==> config.mk <==
export PLATFORM = sky130hd
export DESIGN_NAME = rr_priority_arbiter
export DESIGN_NICKNAME = d
export VERILOG_FILES = /design/src/rtl/arb_pkg.sv /design/src/rtl/arb_pick.sv /design/src/rtl/rr_priority_arbiter.sv
export SDC_FILE = /design/constraint.sdc
export NUM_CORES = 1
export LEC_CHECK = 0
export BUFFER_PORTS_ARGS = -buffer_cell sky130_fd_sc_hd__buf_2
export CAP_MARGIN = 20
export CORE_MARGIN = 8
export CORE_UTILIZATION = 50
export CTS_CLUSTER_DIAMETER = 60
export DETAILED_ROUTE_END_ITERATION = 10
export PLACE_DENSITY = 0.8
export RECOVER_POWER = 100
export SLEW_MARGIN = 0
export SYNTH_ARGS = -nofsm -noshare
export SYNTH_HDL_FRONTEND = slang
export SYNTH_SLANG_ARGS = --single-unit
==> constraint.sdc <==
create_clock -name i_clk -period 4.6 [get_ports i_clk]
set_clock_uncertainty 0.2 [all_clocks]
set_input_delay 0.46 -clock i_clk [delete_from_list [all_inputs] [get_ports i_clk]]
set_output_delay 0.46 -clock i_clk [all_outputs]
set_load 0.01 [all_outputs]
==> src/rtl/arb_pkg.sv <==
// Shared constants and state encoding for the request arbiter.
// Pure declarations: no latency and no flow control of its own.
package arb_pkg;

   localparam logic ARB_FIXED = 1'b0;
   localparam logic ARB_RR    = 1'b1;

   typedef enum logic {
      ARB_IDLE  = 1'b0,
      ARB_GRANT = 1'b1
   } arb_state_t;

endpackage

==> src/rtl/arb_pick.sv <==
// Combinational winner pick: fixed-priority or wrap-around scan from ptr.
// Zero latency; no backpressure, the caller decides when to take the result.
module arb_pick
   import arb_pkg::*;
#(
   parameter  int REQ_WIDTH = 16,
   localparam int BIN_WIDTH = $clog2(REQ_WIDTH)
) (
   input  logic [REQ_WIDTH-1:0] req,
   input  logic [BIN_WIDTH-1:0] ptr,
   input  logic                 mode,
   input  logic [REQ_WIDTH-1:0] mask,
   output logic [BIN_WIDTH-1:0] win_bin,
   output logic [REQ_WIDTH-1:0] win_oh,
   output logic                 any_vld
);

   logic [REQ_WIDTH-1:0]   eff_req;
   logic [REQ_WIDTH-1:0]   lo_keep;
   logic [2*REQ_WIDTH-1:0] dbl_req;

   always_comb begin
      eff_req = req & ~mask;
      for (int i = 0; i < REQ_WIDTH; i++) begin
         lo_keep[i] = (mode == ARB_RR) ? (i >= int'(ptr)) : 1'b1;
      end
      // Lower copy starts at ptr, upper copy supplies the wrapped-around indices.
      dbl_req = {eff_req, eff_req & lo_keep};
      win_bin = '0;
      any_vld = 1'b0;
      for (int i = 2*REQ_WIDTH-1; i >= 0; i--) begin
         if (dbl_req[i]) begin
            any_vld = 1'b1;
            win_bin = BIN_WIDTH'(i % REQ_WIDTH);
         end
      end
      win_oh = '0;
      if (any_vld) begin
         win_oh[win_bin] = 1'b1;
      end
   end

endmodule

==> src/rtl/rr_priority_arbiter.sv <==
// Registered arbiter: one-hot grant held until release or owner drops its request.
// Request-to-grant latency 1 cycle; back-to-back handover with no idle cycle.
module rr_priority_arbiter
   import arb_pkg::*;
#(
   parameter  int REQ_WIDTH = 16,
   parameter  int MODE      = 1,
   localparam int BIN_WIDTH = $clog2(REQ_WIDTH)
) (
   input  logic                 i_clk,
   input  logic                 i_rst,
   input  logic [REQ_WIDTH-1:0] i_req,
   input  logic                 i_release,
   output logic [REQ_WIDTH-1:0] o_grant,
   output logic [BIN_WIDTH-1:0] o_grant_bin,
   output logic                 o_active
);

   localparam logic                 MODE_SEL = (MODE == 1) ? ARB_RR : ARB_FIXED;
   localparam logic [BIN_WIDTH-1:0] LAST_IDX = BIN_WIDTH'(REQ_WIDTH - 1);

   arb_state_t           state_q, state_d;
   logic [BIN_WIDTH-1:0] ptr_q, ptr_d;
   logic [REQ_WIDTH-1:0] grant_q, grant_d;
   logic [BIN_WIDTH-1:0] bin_q, bin_d;
   logic                 active_q, active_d;

   logic [BIN_WIDTH-1:0] pick_bin;
   logic [REQ_WIDTH-1:0] pick_oh;
   logic                 pick_any;
   logic                 owner_req;

   // grant_q is zero while idle, so it doubles as the owner mask.
   arb_pick #(.REQ_WIDTH(REQ_WIDTH)) u_pick (
      .req     (i_req),
      .ptr     (ptr_q),
      .mode    (MODE_SEL),
      .mask    (grant_q),
      .win_bin (pick_bin),
      .win_oh  (pick_oh),
      .any_vld (pick_any)
   );

   assign owner_req = i_req[bin_q];

   always_comb begin
      state_d  = state_q;
      ptr_d    = ptr_q;
      grant_d  = grant_q;
      bin_d    = bin_q;
      active_d = active_q;
      case (state_q)
         ARB_IDLE: begin
            if (pick_any) begin
               state_d  = ARB_GRANT;
               grant_d  = pick_oh;
               bin_d    = pick_bin;
               active_d = 1'b1;
            end
         end
         ARB_GRANT: begin
            if (i_release || !owner_req) begin
               ptr_d = (bin_q == LAST_IDX) ? '0 : bin_q + BIN_WIDTH'(1);
               if (pick_any) begin
                  grant_d = pick_oh;
                  bin_d   = pick_bin;
               end else if (!owner_req) begin
                  state_d  = ARB_IDLE;
                  grant_d  = '0;
                  bin_d    = '0;
                  active_d = 1'b0;
               end
            end
         end
         default: begin
            state_d  = ARB_IDLE;
            grant_d  = '0;
            bin_d    = '0;
            active_d = 1'b0;
         end
      endcase
   end

   always_ff @(posedge i_clk) begin
      if (i_rst) begin
         state_q  <= ARB_IDLE;
         ptr_q    <= '0;
         grant_q  <= '0;
         bin_q    <= '0;
         active_q <= 1'b0;
      end else begin
         state_q  <= state_d;
         ptr_q    <= ptr_d;
         grant_q  <= grant_d;
         bin_q    <= bin_d;
         active_q <= active_d;
      end
   end

   assign o_grant     = grant_q;
   assign o_grant_bin = bin_q;
   assign o_active    = active_q;

endmodule

Word level (Yosys, flattened, before mapping)
Cells that the tools add are included.
{ "word_totals": {"romBits": 0, "input_bits": 19, "reg_bits": 26, "ramBits": 0, "mem_count": 0, "latch_bits": 0, "word_cells": 129, "output_inout_bits": 21} }
{ "op_classes": {"shift": 0, "n_mul": 0, "n_eq_ne": 6, "order_cmp": 18, "n_div": 0, "mux": 89, "addsub": 1, "reduce_logical": 6, "bitwise": 4} }
{ "op_table": {"columns": ["op", "count"], "rows": [
  ["$mux W4", 37],
  ["$mux W16", 4],
  ["$mux W1", 42],
  ["$and A16 B16 Y16", 2],
  ["$pmux W16 S2", 1],
  ["$ge A4 B4 Y1 const A", 7],
  ["$ge A3 B4 Y1 const A", 4],
  ["$not A16 Y16", 1],
  ["$lt A4 B5 Y1 const B", 2],
  ["$ge A1 B4 Y1 const A", 2],
  ["$ge A2 B4 Y1 const A", 2],
  ["$pmux W4 S2", 1],
  ["$ne A2 B2 Y1 const B", 3],
  ["$add A4 B1 Y4 const B", 1],
  ["$bmux W1 S4", 1],
  ["$demux W1 S4", 1],
  ["$eq A4 B4 Y1 const B", 1],
  ["$ge A4 B1 Y1 const B", 1],
  ["$pmux W1 S2", 2],
  ["$reduce_and A4 Y1", 1],
  ["$ne A3 B3 Y1 const B", 1],
  ["$reduce_and A3 Y1", 1],
  ["$ne A2 B1 Y1 const B", 1],
  ["$reduce_and A2 Y1", 1],
  ["4 further kinds", 4]
]} }

Logic depth before layout (Yosys ltp)
Gate-level depths: netlist of the first run.
{ "depth": {"word_depth": 41, "mapped_depth": 9, "ltp_nobuf": 7} }

Modules after synthesis
From an unflattened synthesis of the first run, not the netlist that was laid out.
{ "hier_totals": {"cells_unflattened": 297, "area_unflattened_um2": 2446.1} }
{ "modules_own_cells": {"columns": ["module", "seq_area_each_um2", "area_per_inst_um2", "cells_each", "instances"], "rows": [
  ["rr_priority_arbiter", 520.5, 1537.7, 151, 1],
  ["arb_pick", 0.0, 908.4, 146, 1]
]} }

Least setup slack after synthesis of the first run
No wires, ideal clock.
{ "synth_path": {"kind": "register -> register", "startpoint": "reg bin_q[1], in the netlist o_grant_bin[1]", "endpoint": "reg grant_q[0], in the netlist o_grant[0]", "stages_incl_launch_ff": 8, "n_path_buf": 2, "t_required_ns": 4.283, "slack_ns": 2.144, "arrival_time_ns": 2.139, "setup_ns": 0.117, "synth_period_minus_slack_ns": 2.456, "path_cell_list": "dfxtp_1 buf_6 mux4_2 mux4_2 nor2b_4 a211oi_2 buf_6 a32o_1"} }
{ "synth_between": {"elab_chain_cells": 6, "elab_cells_between_ends": 7, "cone_classes": "eq/ne (2); mux (2); reduce/logical (3)"} }
{ "synth_rtl": {"columns": ["element", "line_no", "rtl"], "rows": [
  ["start: declaration", "rr_priority_arbiter.sv:25", "logic [BIN_WIDTH-1:0] bin_q, bin_d;"],
  ["start signal: assignment", "rr_priority_arbiter.sv:95", "bin_q <= bin_d;"],
  ["$bmux W1 S4 (*)", "rr_priority_arbiter.sv:44", "assign owner_req = i_req[bin_q];"],
  ["$mux W1 (implied by the code) (*)", "rr_priority_arbiter.sv:44", null],
  ["$logic_not A1 Y1", null, null],
  ["$logic_or A1 B1 Y1", "rr_priority_arbiter.sv:62", "if (i_release || !owner_req) begin"],
  ["$ne A2 B1 Y1 (no source line)", null, null],
  ["$reduce_and A3 Y1 (no source line) (*)", null, null],
  ["end signal: assignment", "rr_priority_arbiter.sv:94", "grant_q <= grant_d;"],
  ["end: declaration", "rr_priority_arbiter.sv:24", "logic [REQ_WIDTH-1:0] grant_q, grant_d;"]
]} }
Every way passes the cells marked *; elsewhere a longest branch is shown, timed or not. The select of a mux whose other input is x is not followed.
A chain may end at the register's enable or synchronous reset.

Worst setup path after layout of the first run
{ "layout_path": {"startpoint": "reg ptr_q[3]", "endpoint": "reg grant_q[15], in the netlist o_grant[15]"} }
{ "layout_between": {"elab_chain_cells": 24, "elab_cells_between_ends": 58, "cone_classes": "order compare (17); eq/ne (2); mux (36); bitwise (1); reduce/logical (2)"} }
{ "layout_rtl": {"columns": ["element", "line_no", "rtl"], "rows": [
  ["start: declaration", "rr_priority_arbiter.sv:23", "logic [BIN_WIDTH-1:0] ptr_q, ptr_d;"],
  ["start signal: assignment", "rr_priority_arbiter.sv:93", "ptr_q <= ptr_d;"],
  ["$ge A4 B4 Y1", "arb_pick.sv:25", "lo_keep[i] = (mode == ARB_RR) ? (i >= int'(ptr)) : 1'b1;"],
  ["$and A16 B16 Y16 (*)", "arb_pick.sv:28", "dbl_req = {eff_req, eff_req & lo_keep};"],
  ["$mux W4 (15 in series)", "arb_pick.sv:32", "if (dbl_req[i]) begin"],
  ["$lt A4 B5 Y1 (implied by the code) or $ge A4 B1 Y1 (tied branches)", "arb_pick.sv:39", "win_oh[win_bin] = 1'b1;"],
  ["$logic_and A1 B1 Y1 (implied by the code)", "arb_pick.sv:39", null],
  ["$mux W1 (implied by the code)", "arb_pick.sv:39", null],
  ["$demux W1 S4", null, null],
  ["$mux W16", "rr_priority_arbiter.sv:64", "if (pick_any) begin"],
  ["$mux W16", "rr_priority_arbiter.sv:62", null],
  ["$pmux W16 S2", "rr_priority_arbiter.sv:52", "case (state_q)"]
]} }
Marks and branches as above.

==> flow_metrics.tcl, run 1 <==
set metrics [dict create \
    worstPathArrival_ps 3600 \
    finalHoldViolCount 0 \
    syn_area_mm2 0.001951 \
    drv_slew 0 \
    grt_max_degree 18 \
    cp_max_fo 17 \
    timing.final.ws_setup_ps 1018 \
    multi_input_area_mm2 0.001330 \
    start_util_pct 52.49 \
    cts.repair.resized 0 \
    slew_headroom_pct 29.77 \
    finalCritPeriodShare_pct 77.87 \
    synthesis.nets 254 \
    vias 2026 \
    finalNonFillerCells 316 \
    cts_max_level 1 \
    die_area_mm2 0.006156 \
    register_area_um2 520.5 \
    ant_nets 0 \
    dieHeight_um 78.46 \
    clock_latency_ps 270 \
    critPathCaptureType "flop" \
    post_cts_buffers 0 \
    drive_above_1_share_pct 13.43 \
    max_stage_delay_ps 880 \
    setup_violations 0 \
    crit_required_ps 4610 \
    ir_drop_uv 201.5 \
    synth-seq-cells 26 \
    post-place-ws_ps 1596 \
    hold_ws_ps 288.4 \
    io-pin-count 40 \
    die_x_um 78.46 \
    synth.distinct_cells 56 \
    yosysTopAreaCell "dfxtp_1" \
    grt_pass1_vias 1942 \
    syn2layout_area_growth_pct 9.493 \
    routed_wl_um 5940 \
    track_usage_pct 19.31 \
    viasPerCell 6.411 \
    tritoncts "yes" \
    fmax_mhz 279.2 \
    grt_pass1_wl_um 9701 \
    overflow 0 \
    fill_cells 391 \
    startpoint_type "flop" \
    worst_slew_pin_slew_ps 1051 \
    cts.sinks 26 \
    fin_nets 290 \
    clock_tree.buffer_depth 2 \
    postCtsHoldBufs 0 \
    n_antenna_cell 0 \
    fp.coreArea_mm2 0.003716 \
    async_flop_share_pct 0 \
    drc 0 \
    drtIter0Drc 207 \
    dp_hpwl_um 4903 \
    place_inst 313 \
    ys_top_cells_by_area "dfxtp_1, nand2_1, mux4_2" \
    cts_made_buffers 3 \
    yosys_warnings 0 \
    portBuffers 39 \
    synthCells 234 \
    crit_type "flop to flop" \
    synth_seq_area_share_pct 26.68 \
    slowest_stage "a211oi_2" \
    synth_top_flop_cell "dfxtp_1" \
    antenna_found_initial 0 \
    syn_avg_cell_area_um2 8.336 \
    dr.pass1.iters 4 \
    power-per-cell-area_mw_per_mm2 357.7 \
    synth_edf_count 0 \
    outcome "completed" \
    leakage_nw 0.7682 \
    hold_class "flop to flop" \
    rsz0062_at_grt "false" \
    clkTransAtPathRegs_ps 80 \
    synth_top_area_share_pct 26.68 \
    place_congestion 1.013 \
    clockRootBuffer "clkbuf_8" \
    mostFrequentLayoutCells "nand2_1, dfxtp_1, clkbuf_1" \
    maxCapViolations 0 \
    mostFrequentLayoutCell "nand2_1" \
    fp-row-count 22 \
    wl_per_cell_um 18.80 \
    fin_crit_ps 3582 \
    setup_tns_ps 0 \
    path_cells "nand4_1, a21boi_2, nor3b_1, nand2_1, a211oi_2, a22o_1" \
]
-- where the power goes --
part / switching [mW] / leakage [nW] / internal, mW / total [mW]
clock network: 0.0664 / 0.0216 / 0.0586 / 0.125
logic: 0.202 / 0.534 / 0.129 / 0.331
registers: 0.0554 / 0.212 / 0.253 / 0.308
-- routing by layer --
metal | share of wire (%) | global-route usage [%] | vias to the layer above
met2 | 48 | 31.32 | 91
met4 | 3.2 | 8.889 | 0
li1 | - | - | 961
met1 | 42 | 24.57 | 956
met3 | 7.3 | 2.847 | 18
met5 | 0 | 0 | -
-- stage by stage --
step           util, %  total power [mW]  area (um2)
6_report         57.47            0.7640        2136
5_1_grt          57.47            0.8081        2136
3_3_place_gp     57.88            0.6497        2151
4_1_cts          58.99            0.7733        2192
2_1_floorplan        -            0.5518        1951
3_5_place_dp     57.88            0.6513        2151
-- cell usage after synthesis (all sizes together), types with 2 or more instances --
library cell / number
nor4: 2
mux4: 5
nor3: 3
dfxtp: 26
a32o: 5
nor2b: 12
nand2b: 17
a21boi: 2
buf: 5
a22oi: 2
nor3b: 4
a32oi: 2
o21ai: 15
a311oi: 3
o31ai: 6
nand2: 33
inv: 4
nand3: 6
o211ai: 2
mux2i: 4
a211oi: 8
a22o: 4
nor2: 15
nand4: 5
clkbuf: 3
a21oi: 12
a31oi: 5
and2: 6
-- critical path: cells and delay by family (launching register included) --
family / cells / cell delay (ps)
DFF: 1 / 630
AOI/OAI and AO/OA: 3 / 1360
and+or+nand+nor: 3 / 1350
-- final timing paths --
path	to	depth (start not counted)	start	slack, ps
setup reg to reg	o_grant[15]	6	ptr_q[3]	1020
hold / removal	o_grant[13]	2	o_grant[13]	290
setup / recovery	o_grant[15]	6	ptr_q[3]	1020
hold reg to reg	o_grant[13]	2	o_grant[13]	290
-- final cells by class --
| cell class | instances | area share (%) |
|---|---|---|
| Clock buffer | 3 | 1.933 |
| Inverter | 4 | 0.7030 |
| Multi-Input combinational cell | 196 | 62.27 |
| Sequential cell | 26 | 24.37 |
| Tap cell | 48 | 2.812 |
| Timing Repair Buffer | 39 | 7.909 |
-- flip-flops by register name (all words and copies together) (netlist names) --
name and count:
o_grant 16, o_grant_bin 4, ptr_q 4, o_active 1, state_q 1
-- logic make-up after synthesis --
family	after synthesis	synth area share [%]
AO/OA/AOI/OAI	77	30.28
AND/OR/NAND/NOR	108	30.53
buffers and inverters	12	3.592
flip-flops	26	26.68
multiplexers	9	7.826
XOR/XNOR	1	0.4491
adder cells (fa/ha/maj)	1	0.6413
Note: power is estimated with default switching activity, not from simulation.
==> run 2, diff against run 1 <==
--- a/config.mk
+++ b/config.mk
@@ -5,6 +5,7 @@
 export SDC_FILE = /design/constraint.sdc
 export NUM_CORES = 1
 export LEC_CHECK = 0
+export ABC_AREA = 1
 export BUFFER_PORTS_ARGS = -buffer_cell sky130_fd_sc_hd__buf_2
 export CAP_MARGIN = 20
 export CORE_MARGIN = 8
==> constraint.sdc (replaced) <==
create_clock -name i_clk -period 3.5 [get_ports i_clk]
set_clock_uncertainty 0.2 [all_clocks]
set_input_delay 0.35 -clock i_clk [delete_from_list [all_inputs] [get_ports i_clk]]
set_output_delay 0.35 -clock i_clk [all_outputs]
set_load 0.01 [all_outputs]
==> flow_metrics.tcl, run 2 <==
set metrics [dict create \
    timing.final.ws_setup_ps 385.9 \
    drive_above_1_share_pct 15.45 \
    grt_pass1_wl_um 9425 \
    place_congestion 0.9332 \
    r2r-start "o_grant_bin[0]" \
    clkTransAtPathRegs_ps 100 \
    antenna_found_initial 0 \
    rsz0062_at_grt "false" \
    fill_cells 406 \
    r2r_end "o_grant[13]" \
    die_x_um 78.48 \
    cts_max_level 1 \
    post-place-ws_ps 465.0 \
    dieHeight_um 78.48 \
    yosysTopAreaCell "dfxtp_1" \
    whs_path_depth 5 \
    startpoint_type "flop" \
    synth_seq_area_share_pct 26.67 \
    postCtsHoldBufs 0 \
    clock_latency_ps 280 \
    ant_nets 0 \
    synth-seq-cells 26 \
    fin_nets 377 \
    final_cell_area_mm2 0.002165 \
    ys_top_cells_by_area "dfxtp_1, nand2_1, a21oi_1" \
    tritoncts "yes" \
    slew_headroom_pct 64.67 \
    total_power_mw 0.9884 \
    hold_class "input port to flop" \
    start_util_pct 52.53 \
    ir_drop_uv 230.8 \
    p_sw_share_pct 39.58 \
    wl_per_cell_um 14.36 \
    fin_crit_ps 3114 \
    setup_violations 0 \
    worst_slew_pin_slew_ps 530.0 \
    viasPerCell 5.401 \
    synth_edf_count 0 \
    min_from "i_release" \
    synthCells 320 \
    crit_required_ps 3510 \
    dr.pass1.iters 4 \
    crit_type "flop to flop" \
    reg2reg_depth 14 \
    syn_avg_cell_area_um2 6.100 \
    clockRootBuffer "clkbuf_8" \
    hold_end "ptr_q[0]" \
    drc 0 \
    cts.repair.resized 0 \
    mostFrequentLayoutCells "nand2_1, nor2_1, inv_1" \
    async_flop_share_pct 0 \
    cts.sinks 26 \
    largest_reg_flops 16 \
    clockPowerShare_pct 25.4 \
    finalHoldViolCount 0 \
    setup_tns_ps 0 \
    io-pin-count 40 \
    synthesis.nets 340 \
    die_area_mm2 0.006159 \
    yosys_warnings 0 \
    cts_made_buffers 3 \
    fp-row-count 22 \
    hold_ws_ps 287.3 \
    grt_max_degree 27 \
    p_int_mw 0.5972 \
    synth_most_common_cell "nand2_1" \
    mostFrequentLayoutCell "nand2_1" \
    maxCapViolations 0 \
    power.net_switching_mw 0.3912 \
    drtIter0Drc 145 \
    n_antenna_cell 0 \
    overflow 0 \
    drv_slew 0 \
    power_frac_comb_pct 37.9 \
    grt_pass1_vias 2052 \
    finalCritPeriodShare_pct 88.97 \
    fp.coreArea_mm2 0.003716 \
    dpl_cell_area_mm2 0.002170 \
    synth_commonest_cells "nand2_1, nor2_1, inv_1, a21oi_1, dfxtp_1" \
    routed_wl_um 5802 \
    cp_max_fo 22 \
    synth_top_area_share_pct 26.67 \
    synth_top_flop_cell "dfxtp_1" \
    dp_hpwl_um 4775 \
    syn2layout_area_growth_pct 10.90 \
    vias 2182 \
    critPathCaptureType "flop" \
    track_usage_pct 18.56 \
    syn_area_mm2 0.001952 \
    worstPathArrival_ps 3130 \
    reg2reg_slack_ps 390 \
    p_seq_share_pct 36.7 \
    leakage_nw 1.018 \
    portBuffers 39 \
    power-per-cell-area_mw_per_mm2 456.6 \
    fmax_mhz 321.1 \
    post_cts_buffers 0 \
    outcome "completed" \
    clock_tree.buffer_depth 2 \
    synth.distinct_cells 32 \
]
run 2: changes by cell type in the layout (fill, tap and decap cells not counted), sizes merged, moves of 6 or more:
| cell | delta |
|---|---|
| a21oi | +24 |
| nand2 | +51 |
| nor2b | -12 |
| nor3 | +7 |
| nor2 | +24 |
| nand3 | +15 |
| and2 | -6 |
| inv | +51 |
| nand2b | -17 |
run 2: worst max-delay path, stage by stage, from the launching register on:
cell,delay [ps]
dfxtp_1,600
inv_2,170
o21ai_0,200
nand3_1,90
nand3_1,90
nand2_1,120
nand2_1,110
nand2_1,170
nand2_1,190
nand2_2,280
inv_2,180
nand2_1,100
nor2_1,250
nand4_1,160
a21oi_1,140
run 2: final cells by class:
type / count / area (um2) / share of cell area (%)
flip-flops and latches: 26 / 520.5 / 24.05
inverters: 58 / 259.0 / 11.97
multi-input cells: 229 / 1085 / 50.12
clock inverters: 1 / 30.03 / 1.387
clock buffers: 3 / 41.29 / 1.908
well taps: 48 / 60.06 / 2.775
repair buffers: 39 / 168.9 / 7.803
run 2: logic make-up (layout without fill, tap and decap cells):
kind of cell    Yosys count  after routing  share of synthesized area, %
buf+inv                  65            101                         15.19
simple gates            166            166                         39.23
flops                    26             26                         26.67
fa+ha+maj                 1              1                        0.6409
compound gates           60             60                         17.37
xor+xnor                  2              2                        0.8976
run 2: power by group through the flow:
| stage | registers (mW) | clock network [mW] | logic (mW) |
|---|---|---|---|
| global route | 0.367 | 0.265 | 0.416 |
| floorplan | 0.360 | 0 | 0.305 |
| finish | 0.363 | 0.251 | 0.374 |
| detailed placement | 0.368 | 0 | 0.400 |
| global placement | 0.368 | 0 | 0.396 |
| CTS | 0.361 | 0.252 | 0.401 |
run 2: worst max-delay path by stage:
stage | slack (ps) | from | depth (start not counted) | end
after floorplan | 1150 | i_req[10] | 31 | o_grant[0]
after detailed placement | 470 | i_req[0] | 15 | o_grant[13]
after global placement | 480 | i_req[0] | 15 | o_grant[13]
final | 390 | o_grant_bin[0] | 14 | o_grant[13]
after CTS | 460 | o_grant_bin[0] | 14 | o_grant[13]
after global routing | 130 | o_grant_bin[0] | 14 | o_grant[15]
run 2: routing by layer:
metal / GRT usage, % / up-vias / share of wire [%]
met2: 33.55 / 75 / 49
met4: 4.630 / 0 / 1.8
met1: 21.89 / 992 / 44
met3: 3.303 / 12 / 5.4
li1: - / 1103 / -
met5: 0 / - / 0
run 2: per-stage QoR:
step	std cells	util (%)
6_report	404	58.25
5_1_grt	404	58.25
4_1_cts	404	60.30
3_5_place_dp	400	58.38
3_3_place_gp	400	58.38
2_1_floorplan	320	-
==> run 3, diff against run 2 <==
==> constraint.sdc (replaced) <==
create_clock -name i_clk -period 3.79 [get_ports i_clk]
set_clock_uncertainty 0.2 [all_clocks]
set_input_delay 0.379 -clock i_clk [delete_from_list [all_inputs] [get_ports i_clk]]
set_output_delay 0.379 -clock i_clk [all_outputs]
set_load 0.01 [all_outputs]
==> flow_metrics.tcl, run 3 (same netlist as run 2, synthesis figures left out) <==
set metrics [dict create \
    postCtsHoldBufs 0 \
    die_x_um 78.48 \
    wl_per_cell_um 14.29 \
    leakage_nw 1.015 \
    clockRootBuffer "clkbuf_8" \
    timing.final.ws_setup_ps 640.5 \
    ir_drop_uv 336.0 \
    fp.coreArea_mm2 0.003716 \
    drtIter0Drc 150 \
    rsz0062_at_grt "false" \
    track_usage_pct 19.07 \
    post-place-ws_ps 816.0 \
    cts.repair.resized 0 \
    post_cts_buffers 0 \
    fin_nets 377 \
    syn2layout_area_growth_pct 12.12 \
    viasPerCell 5.304 \
    cts_max_level 1 \
    slew_headroom_pct 65.67 \
    worst_slew_pin_slew_ps 511.0 \
    maxCapViolations 0 \
    cts_made_buffers 3 \
    register_area_um2 520.5 \
    mostFrequentLayoutCells "nand2_1, nor2_1, inv_1" \
    multi_input_area_mm2 0.001119 \
    worstSetupStartpoint "o_grant_bin[0]" \
    drive_above_1_share_pct 16.57 \
    grt_pass1_wl_um 9708 \
    largest_reg_flops 16 \
    ant_nets 0 \
    start_util_pct 52.53 \
    setup_violations 0 \
    vias 2143 \
    crit_required_ps 3800 \
    power-per-cell-area_mw_per_mm2 424.9 \
    portBuffers 39 \
    r2r-start "o_grant_bin[0]" \
    hold_ws_ps 286.6 \
    drv_slew 0 \
    cp_max_fo 22 \
    cts.sinks 26 \
    fmax_mhz 317.5 \
    hold_class "flop to flop" \
    dr.pass1.iters 4 \
    fill_cells 395 \
    critPathCaptureType "flop" \
    overflow 0 \
    fp-row-count 22 \
    finalNonFillerCells 404 \
    startpoint_type "flop" \
    dieHeight_um 78.48 \
    clock_latency_ps 270 \
    n_antenna_cell 0 \
    worstPathArrival_ps 3160 \
    setup_tns_ps 0 \
    finalCritPeriodShare_pct 83.10 \
    drc 0 \
    finalHoldViolCount 0 \
    fin_crit_ps 3149 \
    min_from "o_grant[9]" \
    io-pin-count 40 \
    outcome "completed" \
    grt_max_degree 27 \
    grt_pass1_vias 2132 \
    place_inst 400 \
    tritoncts "yes" \
    dp_hpwl_um 4711 \
    place_congestion 0.9492 \
    die_area_mm2 0.006159 \
    routed_wl_um 5774 \
    clkTransAtPathRegs_ps 90 \
    antenna_found_initial 0 \
    clock_tree.buffer_depth 2 \
    mostFrequentLayoutCell "nand2_1" \
    crit_type "flop to flop" \
]
[run 3: cell types whose count changed in the layout (fill, tap and decap cells not counted), sizes merged]
cell | previous run | this run
bufinv | 4 | 3
clkinvlp | 0 | 1
[run 3: power by group]
group / internal [mW] / total, mW / switching [mW]
sequential: 0.298 / 0.335 / 0.0373
combinational: 0.116 / 0.365 / 0.249
clock: 0.141 / 0.229 / 0.0881
[run 3: cell type report]
cell class / count / area share, %
clock buffer: 3 / 1.887
clock inverter: 1 / 1.372
inverter: 58 / 11.38
multi-input combinational: 229 / 51.11
sequential: 26 / 23.78
tap: 48 / 2.744
timing repair buffer: 39 / 7.719
[run 3: worst paths after layout]
check / to / slack, ps / cells after the start
setup / recovery: o_grant[11] / 640 / 12
hold / removal: o_grant[9] / 290 / 2
setup reg to reg: o_grant[11] / 640 / 12
hold reg to reg: o_grant[9] / 290 / 2
[run 3: per-stage QoR]
step	util, %	instance area [um2]	power (mW)
after floorplan	-	1952	0.6147
after global placement	58.38	2170	0.7098
after detailed placement	58.38	2170	0.7124
after CTS	60.30	2241	0.9425
after global routing	58.89	2188	0.9915
final	58.89	2188	0.9299
[run 3: worst max-delay path: stages, from the launching register on]
cell and delay (ps):
dfxtp_1 590, inv_1 250, o21ai_0 230, nand3_1 90, nand3b_1 90, nand2_1 120
nand2_1 110, nand2_1 170, nand2_1 150, nand2_2 260, nor3_1 500, nand4_1 180
a21oi_1 140
[run 3: per-layer routing]
metal  global-route usage, %  vias to the layer above  share of wire [%]
met5                       0                        -                  0
met4                   5.556                        0                2.3
met3                   2.050                       14                5.6
met2                   34.47                       69                 51
met1                   23.01                      959                 41
li1                        -                     1101                  -
